## src/rtl/beta_dmem_port_if.sv

```systemverilog
// Bundles the Beta core LD/ST signals and the handshaked data-memory bus.
// master = the port block, slave = core + memory side driving it.
`timescale 1ns/1ps
interface beta_dmem_port_if #(
    parameter int DW = 32,
    parameter int AW = 32
);
    logic [AW-1:0] Adr;
    logic [DW-1:0] WD;
    logic          MOE;
    logic          MWR;
    logic [DW-1:0] RD;
    logic          STALL;

    logic          mem_req;
    logic          mem_we;
    logic [AW-1:0] mem_addr;
    logic [DW-1:0] mem_wdata;
    logic [DW-1:0] mem_rdata;
    logic          mem_ack;

    modport master (
        input  Adr, WD, MOE, MWR, mem_rdata, mem_ack,
        output RD, STALL, mem_req, mem_we, mem_addr, mem_wdata
    );

    modport slave (
        output Adr, WD, MOE, MWR, mem_rdata, mem_ack,
        input  RD, STALL, mem_req, mem_we, mem_addr, mem_wdata
    );
endinterface

```

## src/rtl/beta_dmem_port.sv

```systemverilog
// Beta data-memory port: store buffer, stalling loads, bus-timeout watchdog.
// Define BETA_DMEM_STORE_FWD_EN to enable store-to-load forwarding from the buffer.
`timescale 1ns/1ps
module beta_dmem_port #(
    parameter int DW       = 32,
    parameter int AW       = 32,
    parameter int SB_DEPTH = 4,
    parameter int TIMEOUT  = 255,
    localparam int PW      = $clog2(SB_DEPTH),
    localparam int CW      = PW + 1,
    localparam int TW      = $clog2(TIMEOUT + 1)
) (
    input  logic                 clk,
    input  logic                 RESET_N,
    beta_dmem_port_if.master     bus,
    output logic [CW-1:0]        sb_count,
    output logic                 err
);
    typedef enum logic [1:0] {IDLE, SREQ, LREQ, LDONE} state_t;

    state_t        state_q, state_d;
    logic [AW-1:0] sb_addr_q [SB_DEPTH];
    logic [DW-1:0] sb_data_q [SB_DEPTH];
    logic [PW-1:0] wr_ptr_q, rd_ptr_q;
    logic [CW-1:0] cnt_q, cnt_d;
    logic          req_q, req_d, we_q, we_d;
    logic [AW-1:0] addr_q, addr_d;
    logic [DW-1:0] wdata_q, wdata_d;
    logic [DW-1:0] rd_q, rd_d;
    logic          err_q, err_d;
    logic [TW-1:0] tmo_q, tmo_d;
    logic          st_done_q, st_done_d;

    logic full, empty, mwr_eff, push, pop, ld_elig, timeout, stall, fwd_hit;

    assign full    = (cnt_q == CW'(SB_DEPTH));
    assign empty   = (cnt_q == '0);
    // A store already taken during a combined LD+ST must not be enqueued again
    // while the core keeps MWR held for the load half.
    assign mwr_eff = bus.MWR && !st_done_q;
    assign push    = mwr_eff && !full;
    assign timeout = (tmo_q == TW'(TIMEOUT - 1));

`ifdef BETA_DMEM_STORE_FWD_EN
    logic          match_any;
    logic [DW-1:0] fwd_data;

    // Scan oldest to youngest so the last match wins.
    always_comb begin
        match_any = 1'b0;
        fwd_data  = '0;
        for (int i = 0; i < SB_DEPTH; i++) begin
            if (CW'(i) < cnt_q && sb_addr_q[rd_ptr_q + PW'(i)] == bus.Adr) begin
                match_any = 1'b1;
                fwd_data  = sb_data_q[rd_ptr_q + PW'(i)];
            end
        end
    end

    assign fwd_hit = match_any && bus.MOE && !mwr_eff;
    assign ld_elig = bus.MOE && !mwr_eff && !fwd_hit && (state_q == IDLE);
    assign bus.RD  = fwd_hit ? fwd_data : rd_q;
`else
    assign fwd_hit = 1'b0;
    assign ld_elig = bus.MOE && !mwr_eff && empty && (state_q == IDLE);
    assign bus.RD  = rd_q;
`endif

    always_comb begin
        stall = 1'b0;
        if (mwr_eff)
            stall = full || bus.MOE;
        else if (bus.MOE)
            stall = !((state_q == LDONE) || fwd_hit);
    end

    always_comb begin
        st_done_d = st_done_q;
        if (push && bus.MOE)
            st_done_d = 1'b1;
        else if (!stall)
            st_done_d = 1'b0;
    end

    always_comb begin
        state_d = state_q;
        req_d   = req_q;
        we_d    = we_q;
        addr_d  = addr_q;
        wdata_d = wdata_q;
        rd_d    = rd_q;
        err_d   = err_q;
        tmo_d   = tmo_q;
        pop     = 1'b0;
        case (state_q)
            IDLE: begin
                if (ld_elig) begin
                    state_d = LREQ;
                    req_d   = 1'b1;
                    we_d    = 1'b0;
                    addr_d  = bus.Adr;
                    tmo_d   = '0;
                end else if (!empty) begin
                    state_d = SREQ;
                    req_d   = 1'b1;
                    we_d    = 1'b1;
                    addr_d  = sb_addr_q[rd_ptr_q];
                    wdata_d = sb_data_q[rd_ptr_q];
                    tmo_d   = '0;
                end
            end
            SREQ: begin
                if (bus.mem_ack || timeout) begin
                    pop     = 1'b1;
                    state_d = IDLE;
                    req_d   = 1'b0;
                    we_d    = 1'b0;
                    if (!bus.mem_ack)
                        err_d = 1'b1;
                end else begin
                    tmo_d = tmo_q + TW'(1);
                end
            end
            LREQ: begin
                if (bus.mem_ack) begin
                    rd_d    = bus.mem_rdata;
                    state_d = LDONE;
                    req_d   = 1'b0;
                end else if (timeout) begin
                    rd_d    = '0;
                    err_d   = 1'b1;
                    state_d = LDONE;
                    req_d   = 1'b0;
                end else begin
                    tmo_d = tmo_q + TW'(1);
                end
            end
            LDONE: state_d = IDLE;
            default: state_d = IDLE;
        endcase
    end

    always_comb begin
        cnt_d = cnt_q;
        case ({push, pop})
            2'b10:   cnt_d = cnt_q + CW'(1);
            2'b01:   cnt_d = cnt_q - CW'(1);
            default: cnt_d = cnt_q;
        endcase
    end

    always_ff @(posedge clk or negedge RESET_N) begin
        if (!RESET_N) begin
            state_q   <= IDLE;
            wr_ptr_q  <= '0;
            rd_ptr_q  <= '0;
            cnt_q     <= '0;
            req_q     <= 1'b0;
            we_q      <= 1'b0;
            addr_q    <= '0;
            wdata_q   <= '0;
            rd_q      <= '0;
            err_q     <= 1'b0;
            tmo_q     <= '0;
            st_done_q <= 1'b0;
        end else begin
            state_q   <= state_d;
            cnt_q     <= cnt_d;
            req_q     <= req_d;
            we_q      <= we_d;
            addr_q    <= addr_d;
            wdata_q   <= wdata_d;
            rd_q      <= rd_d;
            err_q     <= err_d;
            tmo_q     <= tmo_d;
            st_done_q <= st_done_d;
            if (push)
                wr_ptr_q <= wr_ptr_q + PW'(1);
            if (pop)
                rd_ptr_q <= rd_ptr_q + PW'(1);
        end
    end

    // Buffer storage needs no reset; occupancy is tracked by cnt_q.
    always_ff @(posedge clk) begin
        if (push) begin
            sb_addr_q[wr_ptr_q] <= bus.Adr;
            sb_data_q[wr_ptr_q] <= bus.WD;
        end
    end

    assign bus.STALL     = stall;
    assign bus.mem_req   = req_q;
    assign bus.mem_we    = we_q;
    assign bus.mem_addr  = addr_q;
    assign bus.mem_wdata = wdata_q;
    assign sb_count      = cnt_q;
    assign err           = err_q;
endmodule

```

## src/flat_wrapper.sv

```systemverilog
// flat-port wrapper written by rule: the top's interface ports become plain ports
module beta_dmem_port_flat 
#(
    parameter int DW       = 32,
    parameter int AW       = 32,
    parameter int SB_DEPTH = 4,
    parameter int TIMEOUT  = 255,
    localparam int PW      = $clog2(SB_DEPTH),
    localparam int CW      = PW + 1,
    localparam int TW      = $clog2(TIMEOUT + 1)
)
  (clk, RESET_N, sb_count, err, bus_Adr, bus_WD, bus_MOE, bus_MWR, bus_mem_rdata, bus_mem_ack, bus_RD, bus_STALL, bus_mem_req, bus_mem_we, bus_mem_addr, bus_mem_wdata);
  beta_dmem_port_if #(.DW(DW), .AW(AW)) bus_i ();
  input  logic clk;
  input  logic RESET_N;
  output logic [CW-1:0] sb_count;
  output logic err;
  input wire logic [$bits(bus_i.Adr)-1:0] bus_Adr;
  input wire logic [$bits(bus_i.WD)-1:0] bus_WD;
  input wire logic [$bits(bus_i.MOE)-1:0] bus_MOE;
  input wire logic [$bits(bus_i.MWR)-1:0] bus_MWR;
  input wire logic [$bits(bus_i.mem_rdata)-1:0] bus_mem_rdata;
  input wire logic [$bits(bus_i.mem_ack)-1:0] bus_mem_ack;
  output wire logic [$bits(bus_i.RD)-1:0] bus_RD;
  output wire logic [$bits(bus_i.STALL)-1:0] bus_STALL;
  output wire logic [$bits(bus_i.mem_req)-1:0] bus_mem_req;
  output wire logic [$bits(bus_i.mem_we)-1:0] bus_mem_we;
  output wire logic [$bits(bus_i.mem_addr)-1:0] bus_mem_addr;
  output wire logic [$bits(bus_i.mem_wdata)-1:0] bus_mem_wdata;
  assign bus_i.Adr = bus_Adr;
  assign bus_i.WD = bus_WD;
  assign bus_i.MOE = bus_MOE;
  assign bus_i.MWR = bus_MWR;
  assign bus_i.mem_rdata = bus_mem_rdata;
  assign bus_i.mem_ack = bus_mem_ack;
  assign bus_RD = bus_i.RD;
  assign bus_STALL = bus_i.STALL;
  assign bus_mem_req = bus_i.mem_req;
  assign bus_mem_we = bus_i.mem_we;
  assign bus_mem_addr = bus_i.mem_addr;
  assign bus_mem_wdata = bus_i.mem_wdata;
  beta_dmem_port #(.DW(DW), .AW(AW), .SB_DEPTH(SB_DEPTH), .TIMEOUT(TIMEOUT)) u_core (.clk(clk), .RESET_N(RESET_N), .bus(bus_i), .sb_count(sb_count), .err(err));
endmodule
```

## config.mk

```make
export PLATFORM = sky130hd
export DESIGN_NAME = beta_dmem_port_flat
export DESIGN_NICKNAME = d
export VERILOG_FILES = /design/src/rtl/beta_dmem_port_if.sv /design/src/rtl/beta_dmem_port.sv /design/src/flat_wrapper.sv
export SDC_FILE = /design/constraint.sdc
export NUM_CORES = 1
export LEC_CHECK = 0
export ABC_AREA = 0
export CAP_MARGIN = 20
export CORE_MARGIN = 4
export CORE_UTILIZATION = 49
export DETAILED_ROUTE_END_ITERATION = 10
export MAX_ROUTING_LAYER = met4
export PLACE_DENSITY = 0.73
export SYNTH_ARGS = -nofsm -noshare
export SYNTH_HDL_FRONTEND = slang
export SYNTH_SLANG_ARGS = --single-unit
```

## constraint.sdc

```tcl
create_clock -name clk -period 5.4 [get_ports clk]
set_input_delay 1.08 -clock clk [delete_from_list [all_inputs] [get_ports clk]]
set_output_delay 1.08 -clock clk [all_outputs]
set_load 0.1 [all_outputs]
```

==> impl_metrics.ini, run 1 <==
[run_status]
outcome = completed

[timing]
fin_crit_sh_pct = 77.2
timing.final.crit_period_ns = 4.17
maxSlewViolCount = 0
finalSetupViolCount = 0
skew_ns = 0.0157
relSlewSlack_pct = 29.6
tightest_slew_ns = 1.05
fmax_ghz = 0.240
final-hold-violation-count = 0
postLayoutSetupSlackWorst_ns = 1.23
grt_setup_unrepaired = false
tns_ns = 0

[synth]
synth_area_per_cell_um2 = 19.9
synthMuxAreaShare_pct = 13.0
synth.distinct_cells = 44
synthesis.nets = 825
ys_seq_area_share_pct = 74.9
synth_seq_cells = 373
async_flop_share_pct = 31.4
yosysWarnings = 0
synthAdderAreaFrac_pct = 1.20
synthSimpleGateAreaFrac_pct = 2.86
synth-edff-count = 256
synth_compound_area_share_pct = 6.22
synthXorXnorAreaFrac_pct = 0.371
syn_area_mm2 = 0.0142
synthFlopType = edfxtp_1
synth_top_family_by_area = multiplexers
netlist_instances = 711

[die]
rows = 62
start_util_pct = 49.5
io_pins = 204
core_area_mm2 = 0.0286
die_area_mm2 = 0.0317
die_x_um = 178
die_h_um = 178

[cts]
cts_resized = 0
numCtsBuffers = 38
cts_sinks = 373
clk_latency_ns = 0.51
cts-htree-levels = 2
postCtsSetupBuffers = 0
clockBufferDepth = 3
hold_buffers = 0
cts_tree = built
cts_root_buffer = clkbuf_16
clk_pin_slew_ns = 0.06

[routing]
postRouteAntennaNets = 0
drt-initial-drc-count = 462
vias = 7371
avgViaCountPerCell = 5.50
dr.pass1.iters = 5
post-route-drc-count = 0
post_drt_wl_per_cell_um = 21.1
drt-total-wl_um = 28300

[global_route]
grt_overflow = 0
grt_pass1_vias = 7839
antenna_found_initial = 1
grt_usage_pct = 18.3
grt_max_degree = 85
grt_pass1_wl_um = 44300

[finish]
final_common_cell = edfxtp_1
fillers = 2028
nets = 1040
mostFrequentLayoutCells = 256 x edfxtp_1, 202 x clkdlybuf4s50_1, 115 x dfrtp_1, 64 x mux4_2, 39 x clkbuf_16
syn2layout_area_growth_pct = 26.3
drive_above_1_share_pct = 18.5

[run]
drv_cap = 0

[worst_hold_path]
hp-class = flip-flop to flip-flop

[critical_path]
crit_required_ns = 4.32
start_kind = primary input
cp_max_fo = 5
path_class = primary input to primary output
setup.worst_path.end_class = primary output
crit_arrival_ns = 3.09

[placed_design]
pre_cts_slack_ns = 1.24
numPortBuffers = 203
gp_congestion = 0.762
hpwl_um = 16800
## worst max-delay path, stage by stage
cell and delay (ns):
clkdlybuf4s50_1 0.55, inv_1 0.12, o22ai_1 0.18, clkdlybuf4s50_1 1.15
## registers in the layout, summed over array words and instances (netlist names)
register / flops
u_core.bus.RD: 32
u_core.bus.mem_addr: 32
u_core.bus.mem_req: 1
u_core.bus.mem_wdata: 32
u_core.bus.mem_we: 1
u_core.err: 1
u_core.rd_ptr_q: 2
u_core.sb_addr_q: 128
u_core.sb_count: 3
u_core.sb_data_q: 128
u_core.st_done_q: 1
u_core.state_q: 2
u_core.tmo_q: 8
u_core.wr_ptr_q: 2
## final cells by class
cell class / count / area [um^2] / share of cell area, %
flip-flops and latches: 373 / 10600 / 59.3
multi-input cells: 292 / 3380 / 18.9
repair buffers: 210 / 2100 / 11.7
clock buffers: 54 / 1090 / 6.10
well taps: 384 / 480 / 2.68
clock inverters: 15 / 179 / 0.999
inverters: 11 / 41.3 / 0.231
diodes: 2 / 5.00 / 0.0279
## synth_stat cells (11+ instances only)
| master | number | share of area, % |
|---|---|---|
| a221o_1 | 32 | 2.3 |
| a22o_1 | 32 | 2.0 |
| clkbuf_1 | 20 | 0.53 |
| dfrtp_1 | 117 | 21 |
| edfxtp_1 | 256 | 54 |
| ha_1 | 12 | 1.1 |
| inv_1 | 11 | 0.29 |
| mux2_2 | 34 | 2.7 |
| mux4_2 | 64 | 10 |
| nor2b_1 | 33 | 1.5 |
| o31ai_1 | 13 | 0.69 |
## through the flow
| stage | cell area, um^2 | hold WS (ns) | std cells | utilization, % |
|---|---|---|---|---|
| after detailed placement | 16600 | 0.454 | 1268 | 58.0 |
| after floorplan | 14200 | 0.455 | 711 | - |
| final | 17900 | 0.468 | 1341 | 62.6 |
| after CTS | 17900 | 0.468 | 1337 | 62.4 |
| after global placement | 16600 | 0.456 | 1268 | 58.0 |
| after global routing | 17900 | 0.490 | 1340 | 62.5 |
## routing by layer
metal / share of wire [%] / track usage, % / up-vias / wire length, um
li1: - / - / 3325 / -
met1: 41 / 24.0 / 3820 / 11600
met2: 52 / 30.5 / 184 / 14600
met3: 4.7 / 2.86 / 42 / 1340
met4: 2.3 / 4.90 / 0 / 654
met5: 0 / - / - / 0
## final timing paths
check                              startpoint                      end  slack, ns  cells after the start
max                                   bus_MOE                bus_STALL       1.23                      4
min                                u_core.err               u_core.err       0.47                      2
max in group asynchronous             RESET_N  u_core.bus.mem_addr[25]       3.72                      2
min reg2reg                        u_core.err               u_core.err       0.47                      2
max reg2reg                u_core.sb_count[0]  u_core.bus.mem_addr[25]       2.41                      4
min in group asynchronous             RESET_N         u_core.bus.RD[4]       0.62                      1
## kinds of logic (layout without fill, tap and decap cells)
| logic type | after synthesis | after routing |
|---|---|---|
| buf+inv | 46 | 290 |
| fa+ha+maj | 13 | 13 |
| simple gates | 68 | 68 |
| flops | 373 | 373 |
| mux | 100 | 100 |
| other cells | 0 | 2 |
| xor+xnor | 6 | 6 |
| compound gates | 105 | 105 |
Power of run 1 is not shown: default switching activity piles up to over one toggle a cycle in this logic, so the estimate is an artifact.
==> run 2, diff against run 1 <==
clock period = 3.9 ns   (was 5.4 ns; I/O delays follow)
==> impl_metrics.ini, run 2 (same netlist as run 1, synthesis figures left out) <==
[critical_path]
crit_buf_inv = 1
crit_slowest_cell = clkdlybuf4s50_1
setup.worst_path.end_class = primary output
worst-path-stages = 1
cpPeakStageDelay_ns = 1.19
crit_chain = clkdlybuf4s50_1
rr_worst_depth = 7
path_class = flip-flop to primary output
cp_max_fo = 6
crit_required_ns = 3.12
crit_arrival_ns = 2.22
rr_startpoint = u_core.state_q[0]
crit_family = buffers and inverters
regToRegSetupSlack_ns = 1.34
start_kind = flip-flop
setup.worst_path.start = u_core.sb_count[0]

[die]
die_x_um = 178
die_area_mm2 = 0.0317
core_area_mm2 = 0.0286
start_util_pct = 49.5
io_pins = 204
die_h_um = 178
rows = 62

[routing]
post-route-drc-count = 0
vias = 7521
dr.pass1.iters = 5
drt-initial-drc-count = 691
drt-total-wl_um = 29500
postRouteAntennaNets = 0
avgViaCountPerCell = 5.58
post_drt_wl_per_cell_um = 21.8

[worst_hold_path]
hp-class = primary input to asynchronous set/reset pin

[run]
drv_cap = 0

[timing]
grt_setup_unrepaired = false
maxSlewViolCount = 0
tns_ns = 0
finalHoldWorstSlack_ns = 0.159
tightest_slew_ns = 1.10
final-hold-violation-count = 0
fmax_ghz = 0.333
timing.final.crit_period_ns = 3.00
fin_crit_sh_pct = 77.0
skew_ns = 0.0229
finalSetupViolCount = 0
relSlewSlack_pct = 25.5

[cts]
clockBufferDepth = 3
numCtsBuffers = 38
postCtsSetupBuffers = 0
cts_sinks = 373
clk_pin_slew_ns = 0.06
cts_resized = 0
cts-htree-levels = 2
cts_tree = built
clk_latency_ns = 0.52
hold_buffers = 0
cts_root_buffer = clkbuf_16

[finish]
final_cell_area_mm2 = 0.0180
reg.largest.list = u_core.sb_addr_q: 128 flops, u_core.sb_data_q: 128 flops
syn2layout_area_growth_pct = 27.1
drive_above_1_share_pct = 19.1
nets = 1049
antenna_cells = 0
mostFrequentLayoutCells = 256 x edfxtp_1, 201 x clkdlybuf4s50_1, 115 x dfrtp_1, 64 x mux4_2, 41 x clkbuf_16
final_common_cell = edfxtp_1

[placed_design]
gp_congestion = 0.856
hpwl_um = 18400
numPortBuffers = 203
placed_area_mm2 = 0.0167

[global_route]
antenna_found_initial = 0
grt_pass1_vias = 7872
grt_pass1_wl_um = 45500
grt_max_degree = 118
grt_usage_pct = 19.0
grt_overflow = 0

[run_status]
outcome = completed
-- run 2: layout make-up --
class	instances	area [um^2]
multi-input combinational	292	3380
tap	384	480
timing repair buffer	219	2230
clock inverter	19	199
sequential	373	10600
clock buffer	51	1060
inverter	11	41.3
fill	1979	10600
-- run 2: per-stage QoR --
| step | instances | setup slack [ns] | util (%) |
|---|---|---|---|
| global placement | 1278 | 1.05 | 58.5 |
| floorplan | 711 | 0.348 | - |
| finish | 1349 | 0.897 | 63.0 |
| detailed placement | 1278 | 1.03 | 58.5 |
| global route | 1349 | 0.862 | 63.0 |
| CTS | 1348 | 0.881 | 62.9 |
-- run 2: worst reg2reg max path, delay by kind of cell (launching register included) --
kind	cells	cell delay (ns)
AO/OA/AOI/OAI	1	0.13
adder cells (fa/ha/maj)	1	0.27
flip-flops	1	0.42
AND/OR/NAND/NOR	2	0.80
buffers and inverters	2	0.56
multiplexers	1	0.27
-- run 2: metal layers --
layer,vias to the layer above,global-route usage [%],share of wire [%]
met3,54,2.12,4.6
li1,3337,-,-
met2,249,30.4,51
met5,-,-,0
met4,0,5.93,2.8
met1,3881,26.2,42
-- run 2: worst paths after layout --
kind / end
setup / recovery: sb_count[0]
hold / removal: u_core.bus.RD[8]
setup reg to reg: u_core.state_q[0]
hold reg to reg: u_core.err
max in group asynchronous: u_core.rd_ptr_q[0]
min in group clk: u_core.err
Power of run 2 is left out for the same reason.
==> run 3, diff against run 2 <==
clock period = 3.1 ns   (was 3.9 ns; I/O delays follow)
==> impl_metrics.ini, run 3 (same netlist as run 1, synthesis figures left out) <==
[run_status]
outcome = completed

[die]
io_pins = 204
start_util_pct = 49.5
die_h_um = 178
die_x_um = 178
core_area_mm2 = 0.0286
die_area_mm2 = 0.0317
rows = 62

[finish]
syn2layout_area_growth_pct = 26.8
drive_above_1_share_pct = 30.4
nets = 1057
final_util_pct = 62.8
reg.largest.list = u_core.sb_addr_q: 128 flops, u_core.sb_data_q: 128 flops
mostFrequentLayoutCells = 256 x edfxtp_1, 115 x dfrtp_1, 113 x buf_4, 99 x clkdlybuf4s50_1, 64 x mux4_2
fillers = 1999
final_common_cell = edfxtp_1

[cts]
clk_pin_slew_ns = 0.07
clk_latency_ns = 0.52
cts_root_buffer = clkbuf_16
clockBufferDepth = 3
cts_tree = built
numCtsBuffers = 39
postCtsSetupBuffers = 0
cts_resized = 0
cts_sinks = 373
cts-htree-levels = 2
hold_buffers = 0

[global_route]
grt_overflow = 0
grt_usage_pct = 18.4
grt_pass1_vias = 7737
antenna_found_initial = 2
grt_pass1_wl_um = 44200
grt_max_degree = 53

[routing]
drt-total-wl_um = 28800
post_drt_wl_per_cell_um = 21.1
avgViaCountPerCell = 5.52
drt-initial-drc-count = 443
postRouteAntennaNets = 0
dr.pass1.iters = 4
vias = 7508
post-route-drc-count = 0

[timing]
tightest_slew_ns = 1.14
finalHoldWorstSlack_ns = 0.115
tns_ns = 0
fmax_ghz = 0.384
skew_ns = 0.0180
fin_crit_sh_pct = 84.0
grt_setup_unrepaired = false
timing.final.crit_period_ns = 2.60
final-hold-violation-count = 0
maxSlewViolCount = 0
relSlewSlack_pct = 22.9
finalSetupViolCount = 0

[critical_path]
cp_max_fo = 8
setup.worst_path.end_class = flip-flop
crit_slowest_cell = dfrtp_1
crit_chain = inv_1, ha_1, nand4_1, nor2_1, o21ai_0, inv_1, ha_1, fa_1, xnor2_1, nor2_1, xor2_1
crit_required_ns = 3.51
regToRegSetupSlack_ns = 0.50
crit_arrival_ns = 3.01
cpPeakStageDelay_ns = 0.45
path_class = flip-flop to flip-flop
crit_family = adder cells
start_kind = flip-flop
crit_buf_inv = 2

[placed_design]
gp_congestion = 0.819
numPortBuffers = 203
hpwl_um = 18500

[worst_hold_path]
hp-class = primary input to asynchronous set/reset pin

[run]
drv_cap = 0
[run 3: cell types whose count changed in the layout (fill, tap and decap cells not counted), moves of 4 or more]
cell             before  now
buf_4                11  113
clkdlybuf4s50_1     201   99
buf_12                5   14
diode_2               0    4
[run 3: layout make-up]
| type | count | area (um^2) | area share (%) |
|---|---|---|---|
| sequential | 373 | 10600 | 59.1 |
| inverter | 11 | 41.3 | 0.230 |
| timing repair buffer | 226 | 2120 | 11.8 |
| clock inverter | 22 | 278 | 1.55 |
| multi-input combinational | 292 | 3390 | 18.9 |
| clock buffer | 49 | 1030 | 5.76 |
| antenna | 4 | 10.0 | 0.0557 |
| tap | 384 | 480 | 2.67 |
[run 3: per-stage QoR]
stage          cells  instance area, um^2  setup slack [ns]
2_1_floorplan    711                14200             0.231
3_3_place_gp    1286                16700             0.397
3_5_place_dp    1286                16700             0.389
4_1_cts         1357                18000             0.532
5_1_grt         1359                18000             0.220
6_report        1361                18000             0.497
[run 3: final timing paths]
check	cells after the start	endpoint	from
max	11	u_core.sb_count[2]	u_core.tmo_q[0]
min	1	u_core.bus.mem_req	RESET_N
max reg2reg	11	u_core.sb_count[2]	u_core.tmo_q[0]
max in group asynchronous	2	u_core.bus.mem_wdata[23]	RESET_N
min reg2reg	2	u_core.err	u_core.err
min in group clk	2	u_core.err	u_core.err
[run 3: layer usage]
| layer | vias to the layer above | GRT usage [%] | share of wire [%] |
|---|---|---|---|
| li1 | 3360 | - | - |
| met4 | 0 | 5.58 | 2.1 |
| met3 | 44 | 3.03 | 4.7 |
| met2 | 194 | 29.9 | 52 |
| met1 | 3910 | 24.4 | 42 |
| met5 | - | - | 0 |
Power of run 3 is left out for the same reason.
